### config.mk
export PLATFORM = sky130hd
export DESIGN_NAME = seg_scan_driver
export DESIGN_NICKNAME = d
export VERILOG_FILES = /design/src/rtl/seg_pkg.sv /design/src/rtl/tick_divider.sv /design/src/rtl/seg_scan_driver.sv
export SDC_FILE = /design/constraint.sdc
export NUM_CORES = 1
export LEC_CHECK = 0
export ABC_AREA = 1
export ABC_CLOCK_PERIOD_IN_PS = 2000
export CORE_AREA = 2 2 98 100
export CTS_CLUSTER_SIZE = 8
export DETAILED_ROUTE_END_ITERATION = 8
export DIE_AREA = 0 0 100 102
export GPL_TIMING_DRIVEN = 0
export HOLD_SLACK_MARGIN = 0.02
export PLACE_DENSITY = 0.79
export SLEW_MARGIN = 20
export SYNTH_ARGS = -nofsm -noshare
export SYNTH_HDL_FRONTEND = slang
export SYNTH_HIERARCHICAL = 1
export SYNTH_SLANG_ARGS = --single-unit
### constraint.sdc
create_clock -name clk -period 2 [get_ports clk]
set_input_delay 0.3 -clock clk [delete_from_list [all_inputs] [get_ports clk]]
set_output_delay 0.3 -clock clk [all_outputs]
set_load 0.02 [all_outputs]
### src/rtl/seg_pkg.sv
`default_nettype none
// ============================================================================
// Module      : seg_pkg
// Description : Shared constants and types for the 7-segment scan/decoder path.
// Revision    : 1.0 - initial release
// ============================================================================
package seg_pkg;

    localparam int          NUM_DIGITS = 8;
    localparam int          IDX_W      = $clog2(NUM_DIGITS);
    localparam logic [3:0]  BLANK_CODE = 4'hF;

    typedef logic [4*NUM_DIGITS-1:0] disp_value_t;

    // Nibble for slot idx, or BLANK_CODE when it is a suppressed leading zero.
    function automatic logic [3:0] slot_digit(input disp_value_t value,
                                              input logic [IDX_W-1:0] idx,
                                              input logic lz_en);
        logic       upper_nonzero;
        logic [3:0] nib;
        upper_nonzero = 1'b0;
        nib           = 4'h0;
        for (int i = 0; i < NUM_DIGITS; i++) begin
            if (i >= int'(idx) && value[4*i +: 4] != 4'h0)
                upper_nonzero = 1'b1;
            if (i == int'(idx))
                nib = value[4*i +: 4];
        end
        if (lz_en && idx != '0 && !upper_nonzero)
            return BLANK_CODE;
        return nib;
    endfunction

endpackage
`default_nettype wire

### src/rtl/tick_divider.sv
`default_nettype none
// ============================================================================
// Module      : tick_divider
// Description : Free-running prescaler; tick is high while count == DIV-1.
// Revision    : 1.0 - initial release
// ============================================================================
module tick_divider #(
    parameter int DIV = 4
) (
    input  logic clk,
    input  logic rst,
    output logic tick
);

    localparam int CW = (DIV > 1) ? $clog2(DIV) : 1;
    localparam logic [CW-1:0] c_LAST = CW'(DIV - 1);

    logic [CW-1:0] r_cnt;

    assign tick = (r_cnt == c_LAST);

    always_ff @(posedge clk) begin
        if (rst)
            r_cnt <= '0;
        else if (tick)
            r_cnt <= '0;
        else
            r_cnt <= r_cnt + CW'(1);
    end

endmodule
`default_nettype wire

### src/rtl/seg_scan_driver.sv
`default_nettype none
// ============================================================================
// Module      : seg_scan_driver
// Description : 8-digit multiplexed display scanner with frame-aligned update
//               of the shown value and optional leading-zero suppression.
// Revision    : 1.0 - initial release
// ============================================================================
module seg_scan_driver
    import seg_pkg::*;
#(
    parameter int CLK_DIV = 100000
) (
    input  logic                  clk,
    input  logic                  rst,
    input  logic [31:0]           value_in,
    input  logic                  load,
    input  logic                  lz_en,
    output logic [3:0]            digit,
    output logic [NUM_DIGITS-1:0] tub_sel,
    output logic                  frame_start,
    output logic                  pending
);

    logic                  w_tick;
    logic                  w_wrap;
    logic [IDX_W-1:0]      w_idx_nxt;
    disp_value_t           w_shadow_nxt;

    logic [IDX_W-1:0]      r_idx;
    disp_value_t           r_shadow;
    disp_value_t           r_pend;
    logic                  r_pending;
    logic                  r_frame_start;
    logic [NUM_DIGITS-1:0] r_tub_sel;
    logic [3:0]            r_digit;

    tick_divider #(
        .DIV (CLK_DIV)
    ) u_tick_divider (
        .clk  (clk),
        .rst  (rst),
        .tick (w_tick)
    );

    assign w_wrap    = w_tick && (r_idx == IDX_W'(NUM_DIGITS - 1));
    assign w_idx_nxt = w_tick ? r_idx + IDX_W'(1) : r_idx;

    // Shadow only changes on the wrap edge, so a frame never mixes two values.
    always_comb begin
        w_shadow_nxt = r_shadow;
        if (w_wrap) begin
            if (load)
                w_shadow_nxt = value_in;
            else if (r_pending)
                w_shadow_nxt = r_pend;
        end
    end

    always_ff @(posedge clk) begin
        if (rst) begin
            r_idx         <= '0;
            r_shadow      <= '0;
            r_pend        <= '0;
            r_pending     <= 1'b0;
            r_frame_start <= 1'b0;
            r_tub_sel     <= NUM_DIGITS'(1);
            r_digit       <= 4'h0;
        end else begin
            r_idx         <= w_idx_nxt;
            r_shadow      <= w_shadow_nxt;
            r_frame_start <= w_wrap;
            r_tub_sel     <= NUM_DIGITS'(1) << w_idx_nxt;
            r_digit       <= slot_digit(w_shadow_nxt, w_idx_nxt, lz_en);
            if (load)
                r_pend <= value_in;
            if (w_wrap)
                r_pending <= 1'b0;
            else if (load)
                r_pending <= 1'b1;
        end
    end

    assign digit       = r_digit;
    assign tub_sel     = r_tub_sel;
    assign frame_start = r_frame_start;
    assign pending     = r_pending;

endmodule
`default_nettype wire

==> qor.yml, run 1 <==
yosys_most_used_dff: "dfxtp_1"
syn_to_final_growth_pct: 26.5
core_area_um2: 9110
arrival_ns: 2.61
startpoint_type: "flip-flop"
power.leakage_nw: 2.52
routedWlPerCell_um: 12.9
ys_seq_elements: 98
grt_setup_unrepaired: "true"
fmax_mhz: 435
critical-path-max-stage-delay_ns: 0.37
grt_overflow_total: 0
path_class: "flip-flop to flip-flop"
worst_slack_ns: -0.297
root_buffer: "clkbuf_8"
min_from: "load"
synth-seq-area-share_pct: 43.0
clk_pin_slew_ns: 0.10
n_antenna_cell: 0
route.vias.total: 4417
reg2reg_depth: 17
min_to: "r_pend[0]"
worst_slew_pin_slew_ns: 0.671
dpl.hpwl_um: 8190
crit_fanout: 5
status: "finished, violations left"
syn_inst: 687
wl_um: 11300
die_w_um: 100
vdd_drop_max_mv: 0.352
ys_types: 30
dieArea_um2: 10200
synthTopCellsByArea: "dfxtp_1 43%, nand2_1 23%, nor2_1 6.8%, a21oi_1 6.6%, nand3_1 3.8%"
ant_nets: 0
maxCapViolations: 0
grt_max_degree: 20
nets: 798
synth_common_cells: "284 x nand2_1, 98 x dfxtp_1, 82 x nor2_1"
fin_crit_ns: 2.30
yosysTopAreaCellShare_pct: 43.0
end_kind: "flip-flop"
postCtsHoldBufs: 0
gp_congestion: 0.969
start_util_pct: 50.1
drtPass1Iterations: 5
first_iter_violations: 230
min_path_cells: 4
relSlewSlack_pct: 55.3
fp.dieH_um: 102
synth_most_common_cell: "nand2_1"
cts_num_sinks: 98
drcViolationCount: 0
timing.rr.start: "u_tick_divider/r_cnt[1]"
reg2reg_setup_slack_ns: -0.30
grt_antenna_before_repair: 0
synth_area_um2: 4560
crit_chain: "ha_4 > nand2_4 > nor2_4 > nand3_2 > inv_4 > nand2_4 > buf_6 > nor2_4 > buf_6 > o21ai_2 > nor2_1 > nand2_1 > nand2_1 > nand3_2 > nor2_2 > nand2_2 > a21oi_2"
tns_ns: -1.15
synth_top_cell_by_area: "dfxtp_1"
crit_family: "simple AND/OR/NAND/NOR gates"
io_pins: 50
async_flop_share_pct: 0
min_path_type: "input pin to flip-flop"
rows: 35
finalHoldWorstSlack_ns: 0.291
ctsHtreeMaxLevel: 3
cp.required_ns: 2.32
r2r_end: "digit[0]"
clock_path_buffers: 2
routed_via_density: 5.05
grt_first_pass_wirelength_um: 18300
grt.total_usage_pct: 22.7
timing_hold_violations_final: 0
avgSynthCellArea_um2: 6.64
clock_latency_ns: 0.38
cp_slowest_cell: "dfxtp_2"
cts_tree: "yes"
synth_edf_count: 0
violations: "setup timing"
cts_inserted_buffers: 9
grt_pass1_vias: 4071
finalSetupViolCount: 4
fin_crit_sh_pct: 115
syn-num-nets: 726
drive_gt1_share_pct: 19.2
p_total_w: 0.00354
critical_path_buf_inv_count: 3
portBuffers: 48
finalMaxSlewViolations: 0
power_density_nw_per_um2: 614
fin_skew_ns: 0.0124
ys_warn_count: 6
fin_util_pct: 63.3
## final cells by class
cell class / count / area [um^2]
well taps: 111 / 139
fillers: 817 / 3340
plain buffers: 24 / 159
clock buffers: 9 / 124
repair buffers: 62 / 641
flip-flops and latches: 98 / 1980
clock inverters: 7 / 67.6
inverters: 42 / 165
multi-input cells: 522 / 2490
## metal layers
metal	GRT usage, %	wire length, um	vias to the layer above
met4	7.90	216	0
met5	0	0	-
li1	-	-	2294
met3	4.10	678	25
met1	30.3	5240	1950
met2	37.2	5180	148
## timing repair
| action | 4_1_cts | 5_1_grt |
|---|---|---|
| buffers inserted | 11 | 0 |
| gates resized for setup | 52 | 35 |
| hold endpoints to repair | 0 | 0 |
| cloned | 3 | 0 |
| endpoints found under the setup margin | 5 | 5 |
| pin swaps | 28 | 27 |
## state kept, by name (all words and copies together) (netlist names)
signal	count
pending	1
u_tick_divider/r_cnt	17
tub_sel	8
r_pend	32
r_idx	3
digit	4
r_shadow	32
frame_start	1
## worst register-to-register path, stage by stage, from the launching register on
cell and delay, ns:
dfxtp_2 0.37, ha_4 0.15, nand2_4 0.05, nor2_4 0.15
nand3_2 0.12, inv_4 0.10, nand2_4 0.07, buf_6 0.13
nor2_4 0.17, buf_6 0.15, o21ai_2 0.05, nor2_1 0.09
nand2_1 0.09, nand2_1 0.11, nand3_2 0.08, nor2_2 0.10
nand2_2 0.11, a21oi_2 0.14
## through the flow
| step | instance area (um^2) | cells | setup slack, ns |
|---|---|---|---|
| floorplan | 4580 | 687 | -0.0558 |
| global placement | 5200 | 846 | -0.381 |
| detailed placement | 5200 | 846 | -0.409 |
| CTS | 5670 | 875 | -0.195 |
| global route | 5770 | 875 | -0.472 |
| finish | 5770 | 875 | -0.297 |
## power breakdown
group / internal, W / switching, W
logic: 0.000128 / 0.000153
clock network: 0.000489 / 0.000768
registers: 0.00199 / 0.0000176
## placed cells by master (no fill, tap or decap), types with 9 or more instances in the layout
master           count
inv_1               35
nor2_2              25
nor2_1              73
dfxtp_1             88
buf_2                9
nand2_1            253
clkdlybuf4s50_1     48
a21oi_1             53
clkbuf_8             9
buf_4                9
nand2_2             31
nand3_1             31
clkbuf_1             9
## cells by family after synthesis
| logic type | count (synthesis) | share of synthesized area, % |
|---|---|---|
| compound gates | 73 | 8.12 |
| xor+xnor | 5 | 0.960 |
| fa+ha+maj | 3 | 0.823 |
| flops | 98 | 43.0 |
| buf+inv | 67 | 7.00 |
| simple gates | 441 | 40.1 |
## how the worst max path moves through the flow
stage	startpoint	end	slack, ns	cells past startpoint
after floorplan	u_tick_divider/r_cnt[0]	digit[1]	-0.06	19
after global placement	u_tick_divider/r_cnt[0]	digit[1]	-0.38	16
after detailed placement	u_tick_divider/r_cnt[0]	digit[1]	-0.41	16
after CTS	u_tick_divider/r_cnt[0]	digit[3]	-0.19	18
after global routing	u_tick_divider/r_cnt[1]	digit[3]	-0.47	18
final	u_tick_divider/r_cnt[1]	digit[0]	-0.30	17
Power figures use the tool's default switching activity.
==> inputs of run 2 (changes only) <==
--- a/config.mk
+++ b/config.mk
@@ -5,7 +5,6 @@
 export SDC_FILE = /design/constraint.sdc
 export NUM_CORES = 1
 export LEC_CHECK = 0
-export ABC_AREA = 1
 export ABC_CLOCK_PERIOD_IN_PS = 2000
 export CORE_AREA = 2 2 98 100
 export CTS_CLUSTER_SIZE = 8
@@ -13,7 +12,7 @@
 export DIE_AREA = 0 0 100 102
 export GPL_TIMING_DRIVEN = 0
 export HOLD_SLACK_MARGIN = 0.02
-export PLACE_DENSITY = 0.79
+export PLACE_DENSITY = 0.78
 export SLEW_MARGIN = 20
 export SYNTH_ARGS = -nofsm -noshare
 export SYNTH_HDL_FRONTEND = slang
==> qor.yml, run 2 <==
clk_pin_slew_ns: 0.09  # was 0.10 ns
cp_slowest_cell: "a211o_1"  # was dfxtp_2
root_buffer: "clkbuf_8"  # unchanged
dpl.hpwl_um: 8660  # was 8190 um
ys_warn_count: 6  # unchanged
fin_skew_ns: 0.0116  # was 0.0124 ns
yosysTopAreaCellShare_pct: 43.4  # was 43.0%
grt_antenna_before_repair: 0  # unchanged
portBuffers: 49  # was 48
violations: "setup timing"  # unchanged
grt_max_degree: 15  # was 20
crit_family: "compound AO/OA/AOI/OAI gates"  # was simple AND/OR/NAND/NOR gates
cts_tree: "yes"  # unchanged
synth_most_common_cell: "dfxtp_1"  # was nand2_1
regArea_um2: 1980  # about the same
crit_chain: "ha_4 > nand4_1 > nor2_1 > and3_4 > buf_8 > buf_6 > o211ai_4 > o41ai_1 > o21ai_1 > a21oi_2 > o221ai_1 > a211o_1 > o21ai_1"  # was ha_4 > nand2_4 > nor2_4 > nand3_2 > inv_4 > nand2_4 > buf_6 > nor2_4 > buf_6 > o21ai_2 > nor2_1 > nand2_1 > nand2_1 > nand3_2 > nor2_2 > nand2_2 > a21oi_2
end_kind: "flip-flop"  # unchanged
syn_to_final_growth_pct: 37.2  # was 26.5%
maxCapViolations: 0  # unchanged
place_area_um2: 5210  # was 5200 um^2
postCtsHoldBufs: 0  # unchanged
layoutNonFillerInstCount: 707  # was 875
route.vias.total: 4241  # was 4417
grt.total_usage_pct: 25.9  # was 22.7%
clock_latency_ns: 0.37  # was 0.38 ns
grt_first_pass_wirelength_um: 20800  # was 18300 um
dieArea_um2: 10200  # unchanged
die_w_um: 100  # unchanged
startpoint_type: "flip-flop"  # unchanged
crit_fanout: 10  # was 5
drive_gt1_share_pct: 25.2  # was 19.2%
core_area_um2: 9110  # unchanged
p_comb_share_pct: 8.6  # was 7.9%
yosys_most_used_dff: "dfxtp_1"  # unchanged
status: "finished, violations left"  # unchanged
worst_slew_pin_slew_ns: 0.743  # was 0.671 ns
min_path_type: "flip-flop to flip-flop"  # was input pin to flip-flop
synth-seq-area-share_pct: 43.4  # was 43.0%
finalSetupViolCount: 34  # was 4
final_cell_mix: "91 x dfxtp_1, 86 x nor2_1, 49 x clkdlybuf4s50_1"  # was 253 x nand2_1, 88 x dfxtp_1, 73 x nor2_1
drtPass1Iterations: 7  # was 5
routed_via_density: 6.00  # was 5.05
ys_seq_elements: 98  # unchanged
n_antenna_cell: 0  # unchanged
timing_hold_violations_final: 0  # unchanged
final_area_um2: 6200  # was 5770 um^2
rows: 35  # unchanged
vdd_drop_max_mv: 0.381  # was 0.352 mV
pwr-share-clk_pct: 37.9  # was 35.5%
clock_path_buffers: 2  # unchanged
fin_crit_ns: 2.84  # was 2.30 ns
multi_input_area_um2: 2730  # was 2490 um^2
io_pins: 50  # unchanged
syn_inst: 493  # was 687
p_total_w: 0.00378  # was 0.00354 W
first_iter_violations: 274  # was 230
routedWlPerCell_um: 19.3  # was 12.9 um
final_common_cell: "dfxtp_1"  # was nand2_1
synthTopCellsByArea: "dfxtp_1 43%, mux2i_1 8.6%, nor2_1 7.4%, a21oi_1 3.8%, nand4_1 2.8%"  # was dfxtp_1 43%, nand2_1 23%, nor2_1 6.8%, a21oi_1 6.6%, nand3_1 3.8%
cts_num_sinks: 98  # unchanged
critical_path_buf_inv_count: 2  # was 3
power.internal_w: 0.00291  # was 0.00261 W
nets: 631  # was 798
power_density_nw_per_um2: 609  # was 614 nW/um^2
grt_overflow_total: 0  # unchanged
fmax_mhz: 352  # was 435 MHz
cts_inserted_buffers: 9  # unchanged
gp_congestion: 0.931  # was 0.969
power.leakage_nw: 2.34  # was 2.52 nW
reg_top3: "r_pend (32), r_shadow (32), u_tick_divider/r_cnt (17)"  # unchanged
placed_cells: 653  # was 846
async_flop_share_pct: 0  # unchanged
sw_frac_of_total_pct: 22.9  # was 26.5%
fp.dieH_um: 102  # unchanged
ant_nets: 0  # unchanged
path_class: "flip-flop to flip-flop"  # unchanged
crit_top_cell: "o21ai_1"
ys_types: 56  # was 30
cp.required_ns: 2.29  # was 2.32 ns
power.switching_w: 0.000865  # was 0.000938 W
synth_common_cells: "98 x dfxtp_1, 89 x nor2_1, 39 x mux2i_1"  # was 284 x nand2_1, 98 x dfxtp_1, 82 x nor2_1
synth_top_cell_by_area: "dfxtp_1"  # unchanged
drcViolationCount: 0  # unchanged
avgSynthCellArea_um2: 9.17  # was 6.64 um^2
worst_slack_ns: -0.841  # was -0.297 ns
fin_crit_sh_pct: 142  # was 115%
start_util_pct: 49.6  # was 50.1%
syn-num-nets: 532  # was 726
p_seq_share_pct: 53.4  # was 56.6%
fillCellCount: 680  # was 817
grt_setup_unrepaired: "true"  # unchanged
ctsHtreeMaxLevel: 3  # unchanged
synth_edf_count: 0  # unchanged
wl_um: 13700  # was 11300 um
critical-path-max-stage-delay_ns: 0.39  # was 0.37 ns
synth_area_um2: 4520  # was 4560 um^2
arrival_ns: 3.13  # was 2.61 ns
finalMaxSlewViolations: 0  # unchanged
relSlewSlack_pct: 50.5  # was 55.3%
grt_pass1_vias: 4176  # was 4071
## run 2: cell count changes after synthesis, moves of 16 or more
cell	previous run	this run
nand2_1	284	16
mux2i_1	0	39
inv_1	38	6
nand3_1	35	5
a21oi_1	60	34
nor2_2	18	0
nand4_1	3	20
nand2b_1	0	16
## run 2: cell type report
cell class | count | share of cell area [%]
clock inverters | 2 | 0.968
multi-input cells | 353 | 44.0
inverters | 6 | 0.363
flip-flops and latches | 98 | 31.8
plain buffers | 35 | 4.44
clock buffers | 13 | 2.56
repair buffers | 89 | 13.6
well taps | 111 | 2.24
## run 2: path summary, 6_finish.rpt
kind	slack, ns	from	endpoint	depth (start not counted)
max	-0.84	u_tick_divider/r_cnt[0]	digit[2]	13
min	0.49	u_tick_divider/r_cnt[15]	u_tick_divider/r_cnt[15]	2
max reg2reg	-0.84	u_tick_divider/r_cnt[0]	digit[2]	13
min reg2reg	0.49	u_tick_divider/r_cnt[15]	u_tick_divider/r_cnt[15]	2
## run 2: timing repair
item	4_1_cts	5_1_grt
gates cloned	0	1
resized for setup	60	45
pin swaps	23	9
endpoints found under the setup margin	57	54
setup buffers	25	15
## run 2: cells by family after synthesis
| kind of cell | after synthesis | synth area share [%] |
|---|---|---|
| compound gates | 89 | 13.7 |
| xor+xnor | 15 | 2.91 |
| fa+ha+maj | 3 | 0.830 |
| buf+inv | 43 | 5.31 |
| flops | 98 | 43.4 |
| mux | 48 | 11.4 |
| simple gates | 197 | 22.4 |
## run 2: worst register-to-register path: stages (launching register included)
cell and delay [ns]:
dfxtp_4 0.37, ha_4 0.13, nand4_1 0.15, nor2_1 0.17, and3_4 0.22, buf_8 0.14
buf_6 0.19, o211ai_4 0.16, o41ai_1 0.11, o21ai_1 0.22, a21oi_2 0.24, o221ai_1 0.15
a211o_1 0.39, o21ai_1 0.14
## run 2: per-layer routing
metal	GRT usage [%]	wire length, um	part of all wire, %	vias to the layer above
li1	-	-	-	1985
met1	31.6	5550	41	2037
met2	45.5	6900	51	178
met3	4.58	779	5.7	41
met4	10.9	436	3.2	0
met5	0	0	0	-
## run 2: stage by stage
stage / TNS (ns) / hold slack [ns] / worst slack [ns] / util, %
after global routing: -11.99 / 0.513 / -0.944 / 68.1
after global placement: -19.79 / 0.440 / -0.984 / 57.2
final: -7.35 / 0.492 / -0.841 / 68.1
after detailed placement: -22.24 / 0.467 / -1.01 / 57.2
after floorplan: -2.10 / 0.432 / -0.500 / -
after CTS: -4.60 / 0.491 / -0.703 / 64.3
## run 2: power by group through the flow
stage / logic, W / clock network (W) / registers [W]
6_report: 0.000327 / 0.00143 / 0.00202
3_5_place_dp: 0.000293 / 0 / 0.00207
3_3_place_gp: 0.000286 / 0 / 0.00206
5_1_grt: 0.000349 / 0.00153 / 0.00202
4_1_cts: 0.000310 / 0.00144 / 0.00202
2_1_floorplan: 0.000159 / 0 / 0.00206
